===== config.mk =====
export PLATFORM = sky130hd
export DESIGN_NAME = scfifo
export DESIGN_NICKNAME = d
export VERILOG_FILES = /design/src/rtl/scfifo.sv
export SDC_FILE = /design/constraint.sdc
export NUM_CORES = 1
export LEC_CHECK = 0
export BUFFER_PORTS_ARGS = -buffer_cell sky130_fd_sc_hd__buf_2
export CAP_MARGIN = 20
export CORE_ASPECT_RATIO = 1.5
export CORE_MARGIN = 2
export CORE_UTILIZATION = 48
export DETAILED_ROUTE_END_ITERATION = 6
export PLACE_DENSITY_LB_ADDON = 0.1
export SYNTH_ARGS = -nofsm -noshare
export SYNTH_HDL_FRONTEND = slang
export SYNTH_SLANG_ARGS = --single-unit

===== constraint.sdc =====
create_clock -name clk -period 7.5 [get_ports clk]
set_clock_uncertainty 0.05 [all_clocks]
set_input_delay 0.375 -clock clk [delete_from_list [all_inputs] [get_ports clk]]
set_output_delay 0.375 -clock clk [all_outputs]
set_load 0.01 [all_outputs]

===== src/rtl/scfifo.sv =====
// scfifo: single-clock first-word-fall-through FIFO with thresholds, count and sticky error flags
module scfifo #(
   parameter int WIDTH         = 32,
   parameter int LOGDEPTH      = 5,
   parameter int AFULL_THRESH  = 8,
   parameter int AEMPTY_THRESH = 2
) (
   input  logic                clk,
   input  logic                reset_n,
   input  logic                wrpush,
   input  logic [WIDTH-1:0]    wrdata,
   output logic                full,
   output logic                afull,
   input  logic                rdpop,
   output logic [WIDTH-1:0]    rddata,
   output logic                rdvalid,
   output logic                aempty,
   output logic [LOGDEPTH:0]   count,
   output logic                overflow,
   output logic                underflow
);
   localparam int DEPTH = 1 << LOGDEPTH;
   logic [WIDTH-1:0]    r_mem [DEPTH];
   logic [LOGDEPTH-1:0] r_wrptr, r_rdptr;
   logic                w_wr_ok, w_rd_ok;
   logic [LOGDEPTH:0]   w_count_next;
   assign w_rd_ok      = rdpop & rdvalid;
   assign w_wr_ok      = wrpush & (~full | w_rd_ok);
   assign w_count_next = count + (LOGDEPTH+1)'(w_wr_ok) - (LOGDEPTH+1)'(w_rd_ok);
   assign rddata       = r_mem[r_rdptr];
   // storage write; contents deliberately survive reset, only the pointers are cleared
   always_ff @(posedge clk)
      if (reset_n && w_wr_ok) r_mem[r_wrptr] <= wrdata;
   // pointers, occupancy, flags derived from the next count, and sticky error flags
   always_ff @(posedge clk) begin
      if (!reset_n) begin
         r_wrptr   <= '0;
         r_rdptr   <= '0;
         count     <= '0;
         rdvalid   <= 1'b0;
         full      <= 1'b0;
         afull     <= 1'b0;
         aempty    <= 1'b1;
         overflow  <= 1'b0;
         underflow <= 1'b0;
      end else begin
         r_wrptr   <= r_wrptr + LOGDEPTH'(w_wr_ok);
         r_rdptr   <= r_rdptr + LOGDEPTH'(w_rd_ok);
         count     <= w_count_next;
         rdvalid   <= w_count_next != '0;
         full      <= w_count_next == (LOGDEPTH+1)'(DEPTH);
         afull     <= w_count_next >= (LOGDEPTH+1)'(AFULL_THRESH);
         aempty    <= w_count_next <= (LOGDEPTH+1)'(AEMPTY_THRESH);
         overflow  <= overflow | (wrpush & ~w_wr_ok);
         underflow <= underflow | (rdpop & ~rdvalid);
      end
   end
endmodule


-- Word level (Yosys, flattened, before mapping)
Memory sizes are Yosys's and may differ from the RTL's. A register that Yosys moved wholly into a read port is not among the register bits.
Cells that the tools add are included.
- input bits: 36
- bits in registers: 22
- output and inout port bits: 44
- memories kept: 1
- logic and storage cells: 32
- RAM bits: 1024
- order comparisons: 2
- bitwise operators: 10
- $add $sub $neg: 4
- equality and inequality tests: 1
- muxes and demuxes: 3
- reductions and logical operators: 2
- memories (memory ; words ; bits a word ; read ports ; clocked after Yosys merged registers in ; write ports ; RTL line ; text):
    r_mem ; 32 ; 32 ; 1 ; 1 ; 1 ; 23 ; logic [WIDTH-1:0] r_mem [DEPTH];
- operator list (operator ; count):
    $add 5x1->5 ; 2
    $add 6x1->6 ; 1
    $eq 6x6->1 const B ; 1
    $ge 6x4->1 const B ; 1
    $le 6x2->1 const B ; 1
    $reduce_bool 6->1 ; 1
    $sub 6x1->6 ; 1
    $mux 5 ; 1
    $and 1x1->1 ; 4
    $not 1->1 ; 3
    $or 1x1->1 ; 3
    $mux 1 ; 2
    $logic_and 1x1->1 ; 1

-- Logic depth before layout (Yosys ltp)
Gate-level depths: netlist (run 1).
- word-level depth: 6
- gate-level depth with buffers: 13
- depth with buffers taken out: 13

-- Least setup slack after synthesis (run 1)
No wires, ideal clock.
- path type: reg-to-reg
- start point: register rdvalid
- end point: memory r_mem[28][0], enable pin
- arrival: 2.717 ns
- setup time: 0.421 ns
- data required time: 7.029 ns
- period minus slack after synthesis: 3.189 ns
- stages on the path, launching flop included: 7
- setup slack: 4.311 ns
- buffers on the path: 1
- path through: dfxtp_1 > nand2_1 > and2_1 > nand2b_1 > or4_1 > clkbuf_1 > nor2_1
- word-level cells in the longest chain between the ends: 6
- RTL lines (element ; RTL line ; text):
    start: declaration ; 16 ; output logic rdvalid,
    start signal: assignment ; 40 ; rdvalid <= 1'b0;
    start signal: assignment ; 50 ; rdvalid <= w_count_next != '0;
    $and 1x1->1 ; 27 ; assign w_rd_ok = rdpop & rdvalid;
    $or 1x1->1 ; 28 ; assign w_wr_ok = wrpush & (~full | w_rd_ok);
    $and 1x1->1 ; 28 ;
    $logic_and 1x1->1 ; 33 ; if (reset_n && w_wr_ok) r_mem[r_wrptr] <= wrdata;
    $mux 1 ; 33 ;
    $mux 1 (implied by the code) ; 33 ;
    end: declaration ; 23 ;
No other way between the ends.

==> impl_metrics.tcl, run 1 <==
set metrics [dict create \
    outcome "finished clean" \
    worstSetupPathType "register to output port" \
    initial_utilization_pct 48.6 \
    relSlewSlack_pct 33.4 \
    r2r_cells 7 \
    r2r_setup_slack_ns 3.78 \
    wl_per_cell_um 31.4 \
    max_slew.worst_pin.slew_ns 0.994 \
    syn2layout_area_growth_pct 12.4 \
    drive_gt1_share_pct 24.1 \
    layout_min_cycle_time_ns 4.63 \
    setup_viol 0 \
    via_per_inst 6.03 \
    r2r_end "r_mem[11][24]" \
    final_common_cell "edfxtp_1" \
    multiInputGateArea_um2 8610 \
    grt_usage_pct 23.9 \
    overflow 0 \
    synth.mux.area_fraction_pct 15.6 \
    drv_slew 0 \
    rsz0062_at_grt "no" \
    ios 80 \
    hold-path-cell-count 1 \
    clk_path_buf_depth 3 \
    worst_path_max_delay_cell "dfxtp_4" \
    synthCells 1886 \
    syn_area_um2 40100 \
    cts_root_buf "clkbuf_16" \
    layout.nets 2057 \
    slowest_delay_ns 0.90 \
    whs_endpoint "r_mem[29][12]" \
    finalHoldViolCount 0 \
    r2r-start "rdvalid" \
    synth_top_family_by_area "multiplexers" \
    cap_violations 0 \
    routabilityCongestion 0.751 \
    ys_seq_elements 1046 \
    path_cells "buf_4 > buf_4 > mux4_2 > mux2i_1 > nor2_1 > a2111oi_1 > nor2_1 > buf_2" \
    power_uw 12400 \
    num_rows 129 \
    core_um2 82600 \
    clk_latency_ns 0.66 \
    synthesis.yosys.warnings 0 \
    hold_buffers 3 \
    p_per_area_nw_per_um2 275 \
    ys_types 37 \
    fillCellCount 6450 \
    antenna_found_initial 3 \
    critPathArrivalTime_ns 4.20 \
    final_antenna_net_count 0 \
    period_share_pct 61.7 \
    diodes 0 \
    worstPathMaxFanout 39 \
    die-area_um2 86000 \
    num_vias 19296 \
    dieWidth_um 240 \
    numCtsBuffers 96 \
    dp_cells 3022 \
    crit_path_end_kind "output port" \
    syn-num-nets 1933 \
    ir_drop_v 0.000225 \
    drc 0 \
    synthAdderAreaFrac_pct 0.362 \
    p_leak_uw 0.0136 \
    io_buffer_count 79 \
    grt_pass1_wl_mm 144 \
    min_path_type "input pin to register" \
    seq_area_frac_synth_pct 77.7 \
    cts.sinks 1046 \
    worstPathRequired_ns 7.07 \
    hold_start "wrdata[12]" \
    hpwl_mm 53.1 \
    cts_setup_buffers 0 \
    die_h_um 358 \
    setup_tns_ns 0 \
    syn_avg_cell_area_um2 21.3 \
    synth_compound_area_share_pct 2.72 \
    regArea_um2 31200 \
    htreeDepth 3 \
    clkTransAtPathRegs_ns 0.07 \
    cts_resized 0 \
    tritoncts "done" \
    synth_xor_area_share_pct 0.240 \
    yosys.area_share.simple_pct 1.92 \
    firstDrtPassIters 6 \
    fin_cells 3202 \
    drt-initial-drc-count 1585 \
    fmax_mhz 216 \
    grt_pass1_vias 20573 \
    layout_common_cells "edfxtp_1 (1,024), mux4_2 (193), mux2i_1 (190), nor2_1 (107), clkbuf_16 (99)" \
    worstSetupStartpointType "register" \
    grt_max_degree 114 \
    wl_mm 100 \
]
-- area by class of cell --
cell class / instances / area share (%)
clock buffer: 123 / 5.71
clock inverter: 54 / 0.951
inverter: 12 / 0.0999
multi-input combinational: 721 / 19.1
sequential: 1046 / 69.2
tap: 1113 / 3.09
timing repair buffer: 133 / 1.88
-- metrics by stage --
stage | instance area (um2) | util [%] | hold WS [ns] | setup slack, ns
after global placement | 42100 | 50.9 | 0.402 | 3.41
after floorplan | 40100 | - | 0.424 | 4.31
after global routing | 45100 | 54.6 | 0.153 | 2.49
after detailed placement | 42100 | 50.9 | 0.421 | 3.48
after CTS | 45100 | 54.6 | 0.107 | 2.76
final | 45100 | 54.6 | 0.150 | 2.87
-- synthesized netlist by cell type, drive strengths merged --
cell,instances,area share [%]
edfxtp,1024,77
mux4,193,11
mux2i,190,4.7
nor2,139,1.3
buf,64,0.99
a2111oi,63,1.5
o22ai,62,0.97
clkbuf,43,0.40
dfxtp,22,1.1
inv,12,0.11
and2,10,0.16
ha,10,0.31
nand3,8,0.10
xnor2,6,0.13
a21oi,5,0.062
xor2,5,0.11
nand3b,4,0.075
nand2,3,0.028
nand2b,3,0.047
nor2b,3,0.047
nand4,2,0.031
nand4b,2,0.044
o31a,2,0.044
or3,2,0.031
a211oi,1,0.019
a21o,1,0.019
a311oi,1,0.022
fa,1,0.050
nor4b,1,0.022
o221ai,1,0.022
o31ai,1,0.019
or3b,1,0.022
or4,1,0.019
-- where the power goes --
| part | internal, uW | leakage (uW) | switching (uW) | total [uW] |
|---|---|---|---|---|
| combinational | 518 | 0.00277 | 617 | 1130 |
| sequential | 6470 | 0.00940 | 54.4 | 6530 |
| clock | 2640 | 0.00149 | 2110 | 4750 |
| total | 9630 | 0.0137 | 2790 | 12400 |
-- layer usage --
layer	part of all wire, %	global-route usage [%]	wire length [um]
met1	40	31.3	39700
met3	5.9	3.70	5920
met2	52	41.4	52200
met5	0.0070	0	7
met4	2.6	7.34	2640
-- sequential cells by signal (all words and copies together), names as in the netlist, 5 cells and up --
register	count
count	6
r_rdptr	5
r_mem	1024
r_wrptr	5
-- critical path: cells and delay by family (launching register included) --
kind            cells  cell delay (ns)
buf+inv             3             1.32
flops               1             0.90
mux                 2             0.71
compound gates      1             0.35
simple gates        2             0.18
-- cells by family (layout without fill, tap and decap cells) --
kind of cell               count (synthesis)  after routing
and+or+nand+nor                          179            179
xor gates and xnor gates                  11             11
DFF                                     1046           1046
buffers and inverters                    119            322
adders and majority gates                 11             11
muxes                                    383            383
AOI/OAI and AO/OA                        137            137
-- worst max-delay path by stage --
stage	cells after the start	end	start	slack, ns
after floorplan	6	r_mem[28][0]	rdvalid	4.31
after global placement	8	rddata[29]	r_rdptr[0]	3.41
after detailed placement	8	rddata[1]	r_rdptr[0]	3.48
after CTS	8	rddata[29]	r_rdptr[0]	2.76
after global routing	8	rddata[29]	r_rdptr[0]	2.49
final	8	rddata[1]	r_rdptr[0]	2.87
Note: power is estimated with default switching activity, not from simulation.
==> run 2, diff against run 1 <==
==> constraint.sdc (replaced) <==
create_clock -name clk -period 4.6 [get_ports clk]
set_clock_uncertainty 0.05 [all_clocks]
set_input_delay 0.23 -clock clk [delete_from_list [all_inputs] [get_ports clk]]
set_output_delay 0.23 -clock clk [all_outputs]
set_load 0.01 [all_outputs]
==> run 2 against run 1 <==
Register-to-register slack worse by 2.4 ns; largest cell class unchanged; critical path depth unchanged; die area unchanged; count of clock-buffer cells in the layout down 4; highest routed layer is now met4; setup slack worse by 2.6 ns.
==> impl_metrics.tcl, run 2 (same netlist as run 1, synthesis figures left out) <==
set metrics [dict create \
    die_h_um 358 \
    power_uw 20600 \
    initial_utilization_pct 48.6 \
    firstDrtPassIters 5 \
    finalHoldViolCount 0 \
    routabilityCongestion 0.771 \
    r2r_cells 6 \
    syn2layout_area_growth_pct 13.8 \
    setup_tns_ns 0 \
    min_path_type "input pin to register" \
    layout_common_cells "edfxtp_1 (1,024), mux4_2 (193), mux2i_1 (190), nor2_1 (107), clkbuf_16 (95)" \
    final_antenna_net_count 0 \
    io_buffer_count 79 \
    numCtsBuffers 94 \
    drive_gt1_share_pct 25.3 \
    period_share_pct 93.9 \
    p_per_area_nw_per_um2 450 \
    rsz0062_at_grt "no" \
    worstSetupStartpointType "register" \
    cts_root_buf "clkbuf_16" \
    overflow 0 \
    hpwl_mm 56.9 \
    cap_violations 0 \
    hold_start "wrdata[14]" \
    ios 80 \
    fin_cells 3238 \
    dp_cells 3052 \
    r2r-start "rdvalid" \
    grt_max_degree 74 \
    num_rows 129 \
    wl_per_cell_um 30.3 \
    fillCellCount 6355 \
    wl_mm 98.0 \
    clkTransAtPathRegs_ns 0.06 \
    layout_min_cycle_time_ns 4.32 \
    final_common_cell "edfxtp_1" \
    grt_pass1_vias 20195 \
    relSlewSlack_pct 32.6 \
    cts.sinks 1046 \
    num_vias 19331 \
    grt_usage_pct 23.3 \
    clk_path_buf_depth 3 \
    setup_viol 0 \
    htreeDepth 3 \
    drv_slew 0 \
    critPathArrivalTime_ns 4.04 \
    worstPathRequired_ns 4.32 \
    core_um2 82600 \
    fmax_mhz 232 \
    outcome "finished clean" \
    drc 0 \
    crit_path_end_kind "output port" \
    worstPathMaxFanout 32 \
    clk_latency_ns 0.66 \
    hold-path-cell-count 1 \
    critPathLaunch "r_rdptr[0]" \
    dieWidth_um 240 \
    max_slew.worst_pin.slew_ns 1.01 \
    drt-initial-drc-count 1631 \
    largest-register "r_mem" \
    antenna_found_initial 1 \
    largest_reg_flops 1024 \
    worstSetupPathType "register to output port" \
    die-area_um2 86000 \
    tritoncts "done" \
    layout.nets 2089 \
    grt_pass1_wl_mm 142 \
    reg.largest.list "r_mem x1024, count x6" \
    ir_drop_v 0.000298 \
    p_leak_uw 0.0139 \
    via_per_inst 5.97 \
]
[run 2: area by class of cell]
class                   count  area (um2)  share of cell area, %
flip-flops and latches   1046       31200                   68.3
multi-input cells         721        8620                   18.9
clock buffers             119        2520                   5.51
well taps                1113        1390                   3.05
repair buffers            167        1320                   2.88
clock inverters            59         593                   1.30
inverters                  12        45.0                 0.0986
diodes                      1        2.50                0.00548
[run 2: what timing repair did]
action	CTS	global route
hold buffers	6	0
buffers inserted	0	1
setup endpoints to repair	1	1
hold endpoints to repair	40	0
resized for setup	1	0
[run 2: worst max-delay path, stage by stage, from the launching register on]
cell       delay [ns]
dfxtp_4          0.63
buf_12           0.32
buf_4            0.31
mux4_2           0.53
mux2i_1          0.47
nor2_1           0.15
a2111oi_2        0.57
nor2_1           0.16
buf_2            0.18
[run 2: per-layer routing]
metal  wire [um]  vias to the layer above  GRT usage (%)
met5           0                        -              0
met4        1740                        0           5.96
met3        6020                      104           4.12
met2       49200                      616           38.8
met1       41100                    10445           32.2
li1            -                     8166              -
[run 2: where the power goes]
part / internal, uW / switching [uW] / total, uW
sequential: 10600 / 69.6 / 10600
combinational: 899 / 1130 / 2030
clock: 4470 / 3460 / 7930
[run 2: per-stage QoR]
stage | util (%) | setup WS, ns | cell area (um2) | hold slack [ns]
floorplan | - | 1.41 | 40100 | 0.279
global placement | 51.4 | 0.594 | 42500 | 0.403
detailed placement | 51.4 | 0.575 | 42500 | 0.411
CTS | 55.3 | 0.133 | 45700 | 0.00111
global route | 55.3 | 0.141 | 45700 | 0.0473
finish | 55.3 | 0.281 | 45700 | 0.0328
[run 2: final timing paths]
check,endpoint,slack [ns]
worst min-delay path,r_mem[13][14],0.03
worst max-delay path,rddata[0],0.28
worst min register to register,underflow,0.46
worst max register to register,r_mem[12][25],1.42
==> run 3, diff against run 2 <==
--- a/config.mk
+++ b/config.mk
@@ -5,10 +5,10 @@
 export SDC_FILE = /design/constraint.sdc
 export NUM_CORES = 1
 export LEC_CHECK = 0
+export ABC_AREA = 1
 export BUFFER_PORTS_ARGS = -buffer_cell sky130_fd_sc_hd__buf_2
 export CAP_MARGIN = 20
 export CORE_ASPECT_RATIO = 1.5
-export CORE_MARGIN = 2
 export CORE_UTILIZATION = 48
 export DETAILED_ROUTE_END_ITERATION = 6
 export PLACE_DENSITY_LB_ADDON = 0.1
==> run 3 against run 2 <==
Count of clock-buffer cells in the layout up 3; utilization down 1.1 points; hold slack better by 0.0062 ns; via count up 41%; routed wire length up 21%; critical path type unchanged; global-route usage up 3.6 points; synthesized area up 5.0%.
==> impl_metrics.tcl, run 3 <==
set metrics [dict create \
    grt_usage_pct 26.9 \
    syn_area_um2 42200 \
    r2r_end "r_mem[28][12]" \
    antenna_found_initial 2 \
    via_per_inst 5.67 \
    clk_path_buf_depth 3 \
    largest_reg_flops 1024 \
    ys_types 27 \
    synthesis.yosys.warnings 0 \
    wl_mm 119 \
    worstSetupPathType "register to output port" \
    initial_utilization_pct 48.6 \
    grt_max_degree 194 \
    worstSetupStartpointType "register" \
    synth_top_area_share_pct 72.9 \
    slowest_delay_ns 0.83 \
    core_um2 86700 \
    cts_root_buf "clkbuf_16" \
    io_buffer_count 79 \
    fin_cells 4811 \
    firstDrtPassIters 5 \
    ys_async_sr_fraction_pct 0 \
    clk_latency_ns 0.68 \
    dp_cells 4622 \
    synth_common_cells "edfxtp_1 (1,024), nand2_1 (712), nor2_1 (627), nand3_1 (399), o21ai_0 (317)" \
    worstPathMaxFanout 193 \
    ios 80 \
    hold-path-cell-count 1 \
    setup_viol 0 \
    final_common_cell "edfxtp_1" \
    p_leak_uw 0.0165 \
    num_vias 27279 \
    die_h_um 365 \
    clockPowerShare_pct 35.8 \
    tritoncts "done" \
    finalHoldViolCount 0 \
    die-area_um2 89000 \
    critPathArrivalTime_ns 3.87 \
    p_per_area_nw_per_um2 463 \
    cap_violations 0 \
    drv_slew 0 \
    hold_start "wrdata[7]" \
    ys_seq_elements 1046 \
    syn2layout_area_growth_pct 11.5 \
    worstPathRequired_ns 4.32 \
    relSlewSlack_pct 29.5 \
    path_common_cell "nand2_1" \
    rsz0062_at_grt "no" \
    layout_common_cells "edfxtp_1 (1,024), nand2_1 (712), nor2_1 (595), nand3_1 (399), o21ai_0 (317)" \
    outcome "finished clean" \
    whs_endpoint "r_mem[6][7]" \
    grt_pass1_wl_mm 176 \
    p_int_uw 15700 \
    r2r_setup_slack_ns 1.59 \
    r2r-start "rdvalid" \
    overflow 0 \
    seq_area_frac_synth_pct 74.0 \
    max_slew.worst_pin.slew_ns 1.06 \
    largest-register "r_mem" \
    final_antenna_net_count 0 \
    regArea_um2 31200 \
    path_cells "inv_16 > buf_12 > nand2_1 > nand3_1 > nand3_1 > nand2_1 > a21oi_1 > nand2_1 > nand2_1 > inv_1 > buf_2" \
    routabilityCongestion 0.809 \
    power_frac_seq_pct 49.0 \
    synth.top_cells.by_area "edfxtp_1 (73%), nand2_1 (6.3%), nor2_1 (5.6%)" \
    layout.nets 3635 \
    clkTransAtPathRegs_ns 0.06 \
    net-switching-power_uw 6020 \
    syn-num-nets 3593 \
    fmax_mhz 241 \
    r2r_cells 9 \
    worst_path_max_delay_cell "dfxtp_4" \
    numCtsBuffers 97 \
    drive_gt1_share_pct 8.74 \
    drt-initial-drc-count 2367 \
    layout_min_cycle_time_ns 4.15 \
    hold_buffers 6 \
    cts.sinks 1046 \
    reg.largest.list "r_mem x1024, count x6" \
    min_path_type "input pin to register" \
    synth_edf_count 1024 \
    setup_tns_ns 0 \
    synth_flop_cell "edfxtp_1" \
    cts_resized 0 \
    dieWidth_um 244 \
    syn_avg_cell_area_um2 11.9 \
    hpwl_mm 67.0 \
    wl_per_cell_um 24.7 \
    drc 0 \
    cts_setup_buffers 0 \
    grt_pass1_vias 27109 \
    comb_power_share_pct 15.3 \
    num_rows 132 \
    ir_drop_v 0.000370 \
    multiInputGateArea_um2 9800 \
    synthCells 3546 \
    netSwitchingFraction_pct 27.7 \
    period_share_pct 90.2 \
    htreeDepth 3 \
    synth_largest_area_cell "edfxtp_1" \
    crit_path_end_kind "output port" \
    yosysMostFrequentCell "edfxtp_1" \
    fillCellCount 7401 \
]
[run 3: cell count changes in the layout (fill, tap and decap cells not counted), sizes merged, moves of 6 or more]
cell,before,now
a2111oi,63,1
nor2,139,628
mux2i,190,0
clkinv,43,49
a21oi,5,72
o22ai,62,0
nand3,8,399
and2,10,0
o21ai,0,388
buf,161,149
nand2,3,712
mux4,193,0
inv,16,69
[run 3: cells by family (layout without fill, tap and decap cells)]
logic type               after synthesis  in the layout  synth area share (%)
AND/OR/NAND/NOR                     1744           1744                  16.8
XOR/XNOR                               2              2                0.0416
flip-flops                          1046           1046                  74.0
buffers and inverters                280            405                  3.35
other                                  0              1                     0
AO/OA/AOI/OAI                        463            463                  5.52
adder cells (fa/ha/maj)               11             11                 0.344
[run 3: power groups by stage]
stage | registers (uW) | logic, uW | clock network [uW]
5_1_grt | 10700 | 3700 | 8240
6_report | 10600 | 3320 | 7780
2_1_floorplan | 10800 | 2280 | 0
3_5_place_dp | 10900 | 3340 | 0
4_1_cts | 10700 | 3350 | 7900
3_3_place_gp | 10900 | 3300 | 0
[run 3: per-stage QoR]
| stage | power, uW | area [um2] | worst slack [ns] | hold WS (ns) | util (%) |
|---|---|---|---|---|---|
| 4_1_cts | 21900 | 47000 | 0.579 | 0.00315 | 54.2 |
| 3_3_place_gp | 14100 | 43900 | 1.34 | 0.397 | 50.6 |
| 5_1_grt | 22600 | 47000 | 0.378 | 0.0462 | 54.2 |
| 2_1_floorplan | 13100 | 42200 | 1.60 | 0.279 | - |
| 3_5_place_dp | 14200 | 43900 | 1.33 | 0.423 | 50.6 |
| 6_report | 21700 | 47000 | 0.453 | 0.0390 | 54.2 |
[run 3: worst max-delay path, delay by kind of cell (launching register included)]
family,cells,cell delay (ns)
buffers and inverters,4,0.98
DFF,1,0.83
and+or+nand+nor,6,0.61
AOI/OAI and AO/OA,1,0.33
[run 3: worst max path at each step]
stage | start | end
finish | r_rdptr[0] | rddata[9]
global placement | r_rdptr[0] | rddata[0]
global route | r_rdptr[0] | rddata[9]
floorplan | rdvalid | r_mem[10][0]
CTS | r_rdptr[0] | rddata[0]
detailed placement | r_rdptr[0] | rddata[0]
[run 3: final cells by class]
cell class / count / share of cell area, %
inverter: 68 / 0.599
timing repair buffer: 155 / 2.70
antenna: 1 / 0.00532
multi-input combinational: 2220 / 20.8
clock buffer: 122 / 5.50
tap: 1139 / 3.03
clock inverter: 60 / 0.953
sequential: 1046 / 66.4
[run 3: routing by layer]
layer	global-route usage, %	routed length, um	vias up
met5	0	0	-
met3	3.08	6240	193
met1	34.2	48000	13631
li1	-	-	12504
met2	47.1	60500	951
met4	10.7	4320	0
